[src/rtl/wb_stage_buffered.sv]
// rtl/wb_stage_buffered.sv - buffered write-back stage: in-order retire, load extraction, registered RF write port
module wb_stage_buffered #(
  parameter int DATA_W = 32,
  parameter int DEST_W = 4,
  parameter int DEPTH  = 2
) (
  input  logic                      clk,
  input  logic                      rst,
  input  logic                      in_valid,
  output logic                      in_ready,
  input  logic [DATA_W-1:0]         alu_result,
  input  logic                      mem_r_en,
  input  logic                      wb_en,
  input  logic [DEST_W-1:0]         dest,
  input  logic [1:0]                ld_mode,
  input  logic [DATA_W-1:0]         mem_rdata,
  input  logic                      mem_rvalid,
  output logic                      wb_en_out,
  output logic [DEST_W-1:0]         dest_out,
  output logic [DATA_W-1:0]         wb_value,
  output logic [$clog2(DEPTH):0]    occupancy,
  output logic                      proto_err
);

  localparam int PTR_W = $clog2(DEPTH);
  localparam int OCC_W = PTR_W + 1;

  logic [DATA_W-1:0] e_alu  [DEPTH];
  logic              e_ld   [DEPTH];
  logic              e_wb   [DEPTH];
  logic [DEST_W-1:0] e_dest [DEPTH];
  logic [1:0]        e_mode [DEPTH];

  logic [PTR_W-1:0]  head, tail;
  logic              empty, push, retire, head_ld, stray;
  logic [31:0]       word;
  logic [1:0]        off;
  logic [7:0]        ld_byte;
  logic [15:0]       ld_half;
  logic [DATA_W-1:0] ld_value, sel_value;

  assign empty    = (occupancy == '0);
  assign in_ready = (occupancy != OCC_W'(DEPTH));
  assign push     = in_valid && in_ready;
  assign head_ld  = e_ld[head];
  assign retire   = !empty && (!head_ld || mem_rvalid);
  // A response with no load waiting at the head has nowhere to go.
  assign stray    = mem_rvalid && (empty || !head_ld);

  always_comb begin
    word    = mem_rdata[31:0];
    off     = e_alu[head][1:0];
    ld_byte = word[7:0];
    case (off)
      2'd1:    ld_byte = word[15:8];
      2'd2:    ld_byte = word[23:16];
      2'd3:    ld_byte = word[31:24];
      default: ld_byte = word[7:0];
    endcase
    ld_half = off[1] ? word[31:16] : word[15:0];
    case (e_mode[head])
      2'b00:   ld_value = mem_rdata;
      2'b01:   ld_value = {{(DATA_W-8){ld_byte[7]}}, ld_byte};
      2'b10:   ld_value = {{(DATA_W-8){1'b0}}, ld_byte};
      default: ld_value = {{(DATA_W-16){ld_half[15]}}, ld_half};
    endcase
    sel_value = head_ld ? ld_value : e_alu[head];
  end

  // Entry payload needs no reset; validity is tracked by the pointers.
  always_ff @(posedge clk) begin
    if (push) begin
      e_alu[tail]  <= alu_result;
      e_ld[tail]   <= mem_r_en;
      e_wb[tail]   <= wb_en;
      e_dest[tail] <= dest;
      e_mode[tail] <= ld_mode;
    end
  end

  always_ff @(posedge clk or negedge rst) begin
    if (!rst) begin
      head      <= '0;
      tail      <= '0;
      occupancy <= '0;
      wb_en_out <= 1'b0;
      dest_out  <= '0;
      wb_value  <= '0;
      proto_err <= 1'b0;
    end else begin
      if (push)
        tail <= tail + PTR_W'(1);
      if (retire)
        head <= head + PTR_W'(1);
      case ({push, retire})
        2'b10:   occupancy <= occupancy + OCC_W'(1);
        2'b01:   occupancy <= occupancy - OCC_W'(1);
        default: occupancy <= occupancy;
      endcase
      wb_en_out <= retire && e_wb[head];
      if (retire) begin
        dest_out <= e_dest[head];
        wb_value <= sel_value;
      end
      if (stray)
        proto_err <= 1'b1;
    end
  end

endmodule

[config.mk]
export PLATFORM = sky130hd
export DESIGN_NAME = wb_stage_buffered
export DESIGN_NICKNAME = d
export VERILOG_FILES = /design/src/rtl/wb_stage_buffered.sv
export SDC_FILE = /design/constraint.sdc
export NUM_CORES = 1
export LEC_CHECK = 0
export ABC_AREA = 0
export ABC_CLOCK_PERIOD_IN_PS = 7600
export BUFFER_PORTS_ARGS = -buffer_cell sky130_fd_sc_hd__buf_2
export CAP_MARGIN = 10
export CORE_MARGIN = 5
export CORE_UTILIZATION = 55
export CTS_BUF_LIST = sky130_fd_sc_hd__clkbuf_16
export DETAILED_ROUTE_END_ITERATION = 6
export PLACE_DENSITY = 0.81
export SLEW_MARGIN = 0
export SYNTH_ARGS = -nofsm -noshare
export SYNTH_HDL_FRONTEND = slang
export SYNTH_SLANG_ARGS = --single-unit
[constraint.sdc]
create_clock -name clk -period 7.6 [get_ports clk]
set_input_delay 0.38 -clock clk [delete_from_list [all_inputs] [get_ports clk]]
set_output_delay 0.38 -clock clk [all_outputs]
set_load 0.005 [all_outputs]
======== Word-level counts from Yosys, hierarchy flattened ========
Memories as Yosys holds them, arrays and structs flattened. A register that Yosys moved wholly into a read port is not among the register bits.
Index checks and enable logic that the tools add are counted.
operators by class
  muxes and demuxes ....................... 7
  add/subtract/negate cells ............... 4
  reduce and logical (&&, ||, !) cells .... 12
  eq/ne operators ......................... 8
operators by type and width
  kind                                                                number
  32-bit case mux with 3 select lines                                 1
  32-bit two-way mux                                                  1
  8-bit case mux with 3 select lines                                  1
  16-bit two-way mux                                                  1
  2-bit == test, second input constant                                4
  2-bit by 1-bit == test with 1-bit output, second input constant     3
  1-bit logical AND                                                   4
  2-bit logical NOT                                                   2
  2-bit case mux with 2 select lines                                  1
  1-bit logical NOT                                                   3
  1-bit adder, second input constant                                  2
  2-bit by 1-bit adder with 2-bit output, second input constant       1
  1-bit logical OR                                                    2
  1-bit two-way mux                                                   2
  2-bit != test, second input constant                                1
  2-bit nonzero test                                                  1
  2-bit by 1-bit subtractor with 2-bit output, second input constant  1
storage, ports and cells
  logic and storage cells ................. 42
  memories kept ........................... 5
  bits in writable memories ............... 80
  output and inout bits ................... 41
  flip-flop bits (word level) ............. 38
  input port bits ......................... 76
memory list
  name    depth  width  read ports  clocked after Yosys merged registers in  write ports  RTL line  source
  e_alu   2      32     1           0                                        1            28        logic [DATA_W-1:0] e_alu [DEPTH];
  e_dest  2      4      1           1                                        1            31        logic [DEST_W-1:0] e_dest [DEPTH];
  e_mode  2      2      1           0                                        1            32        logic [1:0] e_mode [DEPTH];
  e_ld    2      1      1           0                                        1            29        logic e_ld [DEPTH];
  e_wb    2      1      1           0                                        1            30        logic e_wb [DEPTH];

======== Depth between registers and ports, before layout ========
An unclocked memory read counts as a cell.
  depth after elaboration ................. 6
  mapped depth ............................ 9
  mapped depth without buffers ............ 7

======== Worst setup path before layout ========
Ideal clock, no wire load.
  path type ............................... register to register
  start point ............................. register occupancy[0]
  end point ............................... memory e_alu[0][0] (enable)
  library setup time ...................... 437 ps
  path buffers ............................ 0
  stages on the path, launching flop included .. 4
  setup slack ............................. 4727 ps
  arrival ................................. 2436 ps
  cells stage by stage .................... dfrtp_1 -> nand2b_1 -> nand2_1 -> nor2_1
on the way
  cells in the longest elaborated chain, start to end .. 4
ends and longest elaborated chain
  what                                     RTL line  source
  start: declaration                       21        output logic [$clog2(DEPTH):0] occupancy,
  start signal: assignment                 96        2'b10: occupancy <= occupancy + OCC_W'(1);
  start signal: assignment                 97        2'b01: occupancy <= occupancy - OCC_W'(1);
  start signal: assignment                 98        default: occupancy <= occupancy;
  2-bit != test                            43        assign in_ready = (occupancy != OCC_W'(DEPTH));
  via in_ready                             10        output logic in_ready,
  1-bit logical AND                        44        assign push = in_valid && in_ready;
  1-bit two-way mux                        72        if (push) begin
  1-bit two-way mux (implied by the code)  73        e_alu[tail] <= alu_result;
  end: declaration                         28
The timed path passes the listed nets, and every way through them passes these cells.

======== Worst setup path after layout ========
  start point ............................. register head
  end point ............................... register wb_value[18]
on the way
  cells in the longest elaborated chain, start to end .. 5
  elaborated cells between the ends (all ways) .. 16
ends and longest elaborated chain
  what                                                                              RTL line  source
  start: declaration                                                                34        logic [PTR_W-1:0] head, tail;
  start signal: assignment                                                          94        head <= head + PTR_W'(1);
  memory read 2 x 32 bit                                                            --
  2-bit == test / 2-bit by 1-bit == test with 1-bit output (equally long branches)  54        case (off)
  8-bit case mux with 3 select lines                                                54
  32-bit case mux with 3 select lines                                               61        case (e_mode[head])
  32-bit two-way mux                                                                67        sel_value = head_ld ? ld_value : e_alu[head];
  end signal: assignment                                                            103       wb_value <= sel_value;
  end: declaration                                                                  20        output logic [DATA_W-1:0] wb_value,
Several ways; a longest one is shown, not always the timed one.
A chain may end at the register's enable or synchronous reset.

==> impl_metrics.json <==
{
  "grt_max_degree": 59,
  "area_growth_pct": 21.79,
  "finalSetupTns_ns": 0,
  "ys_seq_area_share_pct": 64.13,
  "drt_wl_total_um": 13510,
  "fin_worst_skew_ns": 0.005418,
  "place_ws_ns": 4.654,
  "start_util_pct": 55.87,
  "final_core_util_pct": 68.04,
  "core_area_um2": 9639,
  "slew_headroom_pct": 29.22,
  "grt_use_total_pct": 24.21,
  "cts_tree": "done",
  "rsz0062_at_grt": "false",
  "grt.overflow.total": 0,
  "hold_path.class": "in2async",
  "p_total_mw": 2.828,
  "synthFlopType": "edfxtp_1",
  "yosysWarnings": 0,
  "worst_pin_slew_ns": 1.062,
  "ant_nets": 0,
  "core.rowCount": 36,
  "dr.first_iter.drc_count": 347,
  "p_int_mw": 1.785,
  "synth_top_area_share_pct": 44.61,
  "cts_resized": 0,
  "postCtsSetupRepairBufs": 0,
  "cts_buffers": 17,
  "min_period_ns": 2.960,
  "p_per_area_nw_per_um2": 431.2,
  "die-area_um2": 11870,
  "avgSynthCellArea_um2": 13.40,
  "irDropWorstVdd_uv": 212.3,
  "synth-adder-area-share_pct": 0.2323,
  "crit_required_ns": 7.93,
  "path_class": "reg2reg",
  "io_pins": 117,
  "hold_viol_final": 0,
  "io_buffers": 116,
  "synth-seq-cells": 122,
  "ctsHtreeMaxLevel": 4,
  "p_seq_share_pct": 38.8,
  "finalCritPeriodShare_pct": 38.94,
  "fin_ws_ns": 4.640,
  "cts-root-buf": "clkbuf_16",
  "die-height_um": 109.0,
  "max_freq_mhz": 337.9,
  "post-synth-top-count-cell": "edfxtp_1",
  "yosys-top-cells-count": "edfxtp_1 (80), a21oi_1 (52), dfrtp_1 (42)",
  "cp-end-kind": "flip-flop",
  "clk_pin_slew_ns": 0.06,
  "synth.distinct_cells": 53,
  "drtPass1Iterations": 7,
  "synthMuxAreaShare_pct": 8.992,
  "p_sw_share_pct": 36.88,
  "synthSimpleGateAreaFrac_pct": 6.227,
  "synth_area_leaders": "edfxtp_1 (45%), dfrtp_1 (20%), a21oi_1 (4.8%)",
  "drcViolationCount": 0,
  "ctsHoldBuffers": 0,
  "clock_sink_count": 122,
  "synth_area_um2": 5385,
  "nets": 594,
  "synth_compound_area_share_pct": 16.36,
  "syn_inst": 402,
  "die_width_um": 109.0,
  "p_sw_mw": 1.043,
  "grt_pass1_vias": 3942,
  "clockBufferDepth": 2,
  "arrival_ns": 3.29,
  "antenna_found_initial": 0,
  "maxCapViolations": 0,
  "fill_cells": 719,
  "status": "finished clean",
  "synth_area_leader_cell": "edfxtp_1",
  "path_max_fanout": 39,
  "final_max_slew_viol_count": 0,
  "hpwlAfterDp_um": 9290,
  "power_frac_comb_pct": 36.3,
  "synth_nets": 479,
  "viasPerCell": 5.938,
  "synthXorXnorAreaFrac_pct": 1.138,
  "grt_pass1_wl_um": 21210,
  "setup_violations": 0,
  "drt-wirelength-per-cell_um": 20.38,
  "n_antenna_cell": 0,
  "cp-start-kind": "flip-flop",
  "worstSkewPairLatency_ns": 0.41,
  "p_leak_nw": 2.612,
  "gp_congestion": 0.8875,
  "whs_ns": 0.1256,
  "synth-edff-count": 80,
  "p_clk_share_pct": 24.9,
  "synth-async-reset-ratio_pct": 34.43,
  "drive_gt1_share_pct": 37.55,
  "vias": 3937,
  "synth_top_family_by_area": "compound AO/OA/AOI/OAI gates"
}
worst paths after layout:
path                                            start                        to  slack [ns]  depth (start not counted)
worst max-delay path                 head$_DFFE_PN0P_  wb_value[18]$_DFFE_PN0P_        4.64                          6
worst min-delay path                              rst       wb_en_out$_DFF_PN0_        0.13                          1
worst max register to register       head$_DFFE_PN0P_  wb_value[18]$_DFFE_PN0P_        4.64                          6
worst min register to register  proto_err$_DFFE_PN0P_     proto_err$_DFFE_PN0P_        0.48                          1
max in group asynchronous                         rst          head$_DFFE_PN0P_        6.82                          1
min in group clk                       alu_result[17]    e_alu[0][17]$_DFFE_PP_        0.15                          1
flip-flops by register name (all words and copies together), names as in the netlist:
name and count:
dest_out 4, e_alu 64, wb_en_out 1, head 1, e_ld 2, occupancy 2, tail 1, e_dest 8
e_mode 4, wb_value 32, e_wb 2, proto_err 1
worst max-delay path, stage by stage, from the launching register on:
cell and delay [ns]:
dfrtp_2 0.73, buf_4 0.52, mux2_4 0.44, mux2i_1 0.21, o221ai_4 0.62, a21oi_1 0.12
o21ai_0 0.20
final cells by class:
| class | count | area, µm² | area share, % |
|---|---|---|---|
| Tap cell | 133 | 166.4 | 2.537 |
| Timing Repair Buffer | 119 | 615.6 | 9.386 |
| Multi-Input combinational cell | 256 | 1790 | 27.30 |
| Sequential cell | 122 | 3455 | 52.67 |
| Clock inverter | 15 | 102.6 | 1.564 |
| Clock buffer | 17 | 425.4 | 6.486 |
| Inverter | 1 | 3.754 | 0.05723 |
placed cells by master (no fill, tap or decap), types with 2 or more instances in the layout:
master / instances
a221o_1: 2
clkinv_4: 5
a21oi_1: 52
a21o_1: 2
buf_2: 116
a22oi_1: 8
a211oi_1: 2
mux2i_1: 23
clkbuf_16: 17
buf_4: 2
nand2_1: 30
dfrtp_1: 41
xnor2_1: 5
nand2b_1: 3
nand3_1: 13
nor3_1: 2
a31o_2: 4
o21ai_0: 29
a21oi_2: 12
inv_6: 2
clkinv_1: 2
o21ai_1: 12
edfxtp_1: 80
clkinvlp_4: 2
mux2_2: 18
clkinv_2: 3
or2_2: 2
o211ai_1: 2
nor2_1: 7
xor2_1: 2
kinds of logic (layout without fill, tap and decap cells):
group	Yosys count	in the layout
AO/OA/AOI/OAI	136	136
flip-flops	122	122
AND/OR/NAND/NOR	68	68
multiplexers	44	44
buffers and inverters	24	152
XOR/XNOR	7	7
adder cells (fa/ha/maj)	1	1
stage by stage:
step	instance area, µm²	instances
2_1_floorplan	5385	402
3_3_place_gp	6011	630
3_5_place_dp	6011	630
4_1_cts	6539	662
5_1_grt	6559	663
6_report	6559	663
metal layers:
layer,share of wire (%),track usage (%),up-vias
li1,-,-,1764
met1,40,31.22,1930
met2,49,38.16,211
met4,2.3,9.919,0
met3,8.7,7.578,32
met5,0,0,-
power groups by stage:
stage / clock [mW] / combinational, mW / sequential, mW
floorplan: 0 / 0.752 / 1.06
global placement: 0 / 0.973 / 1.10
detailed placement: 0 / 1.00 / 1.11
CTS: 0.714 / 1.02 / 1.10
global route: 0.750 / 1.13 / 1.12
finish: 0.705 / 1.03 / 1.10
Power figures use the tool's default switching activity.
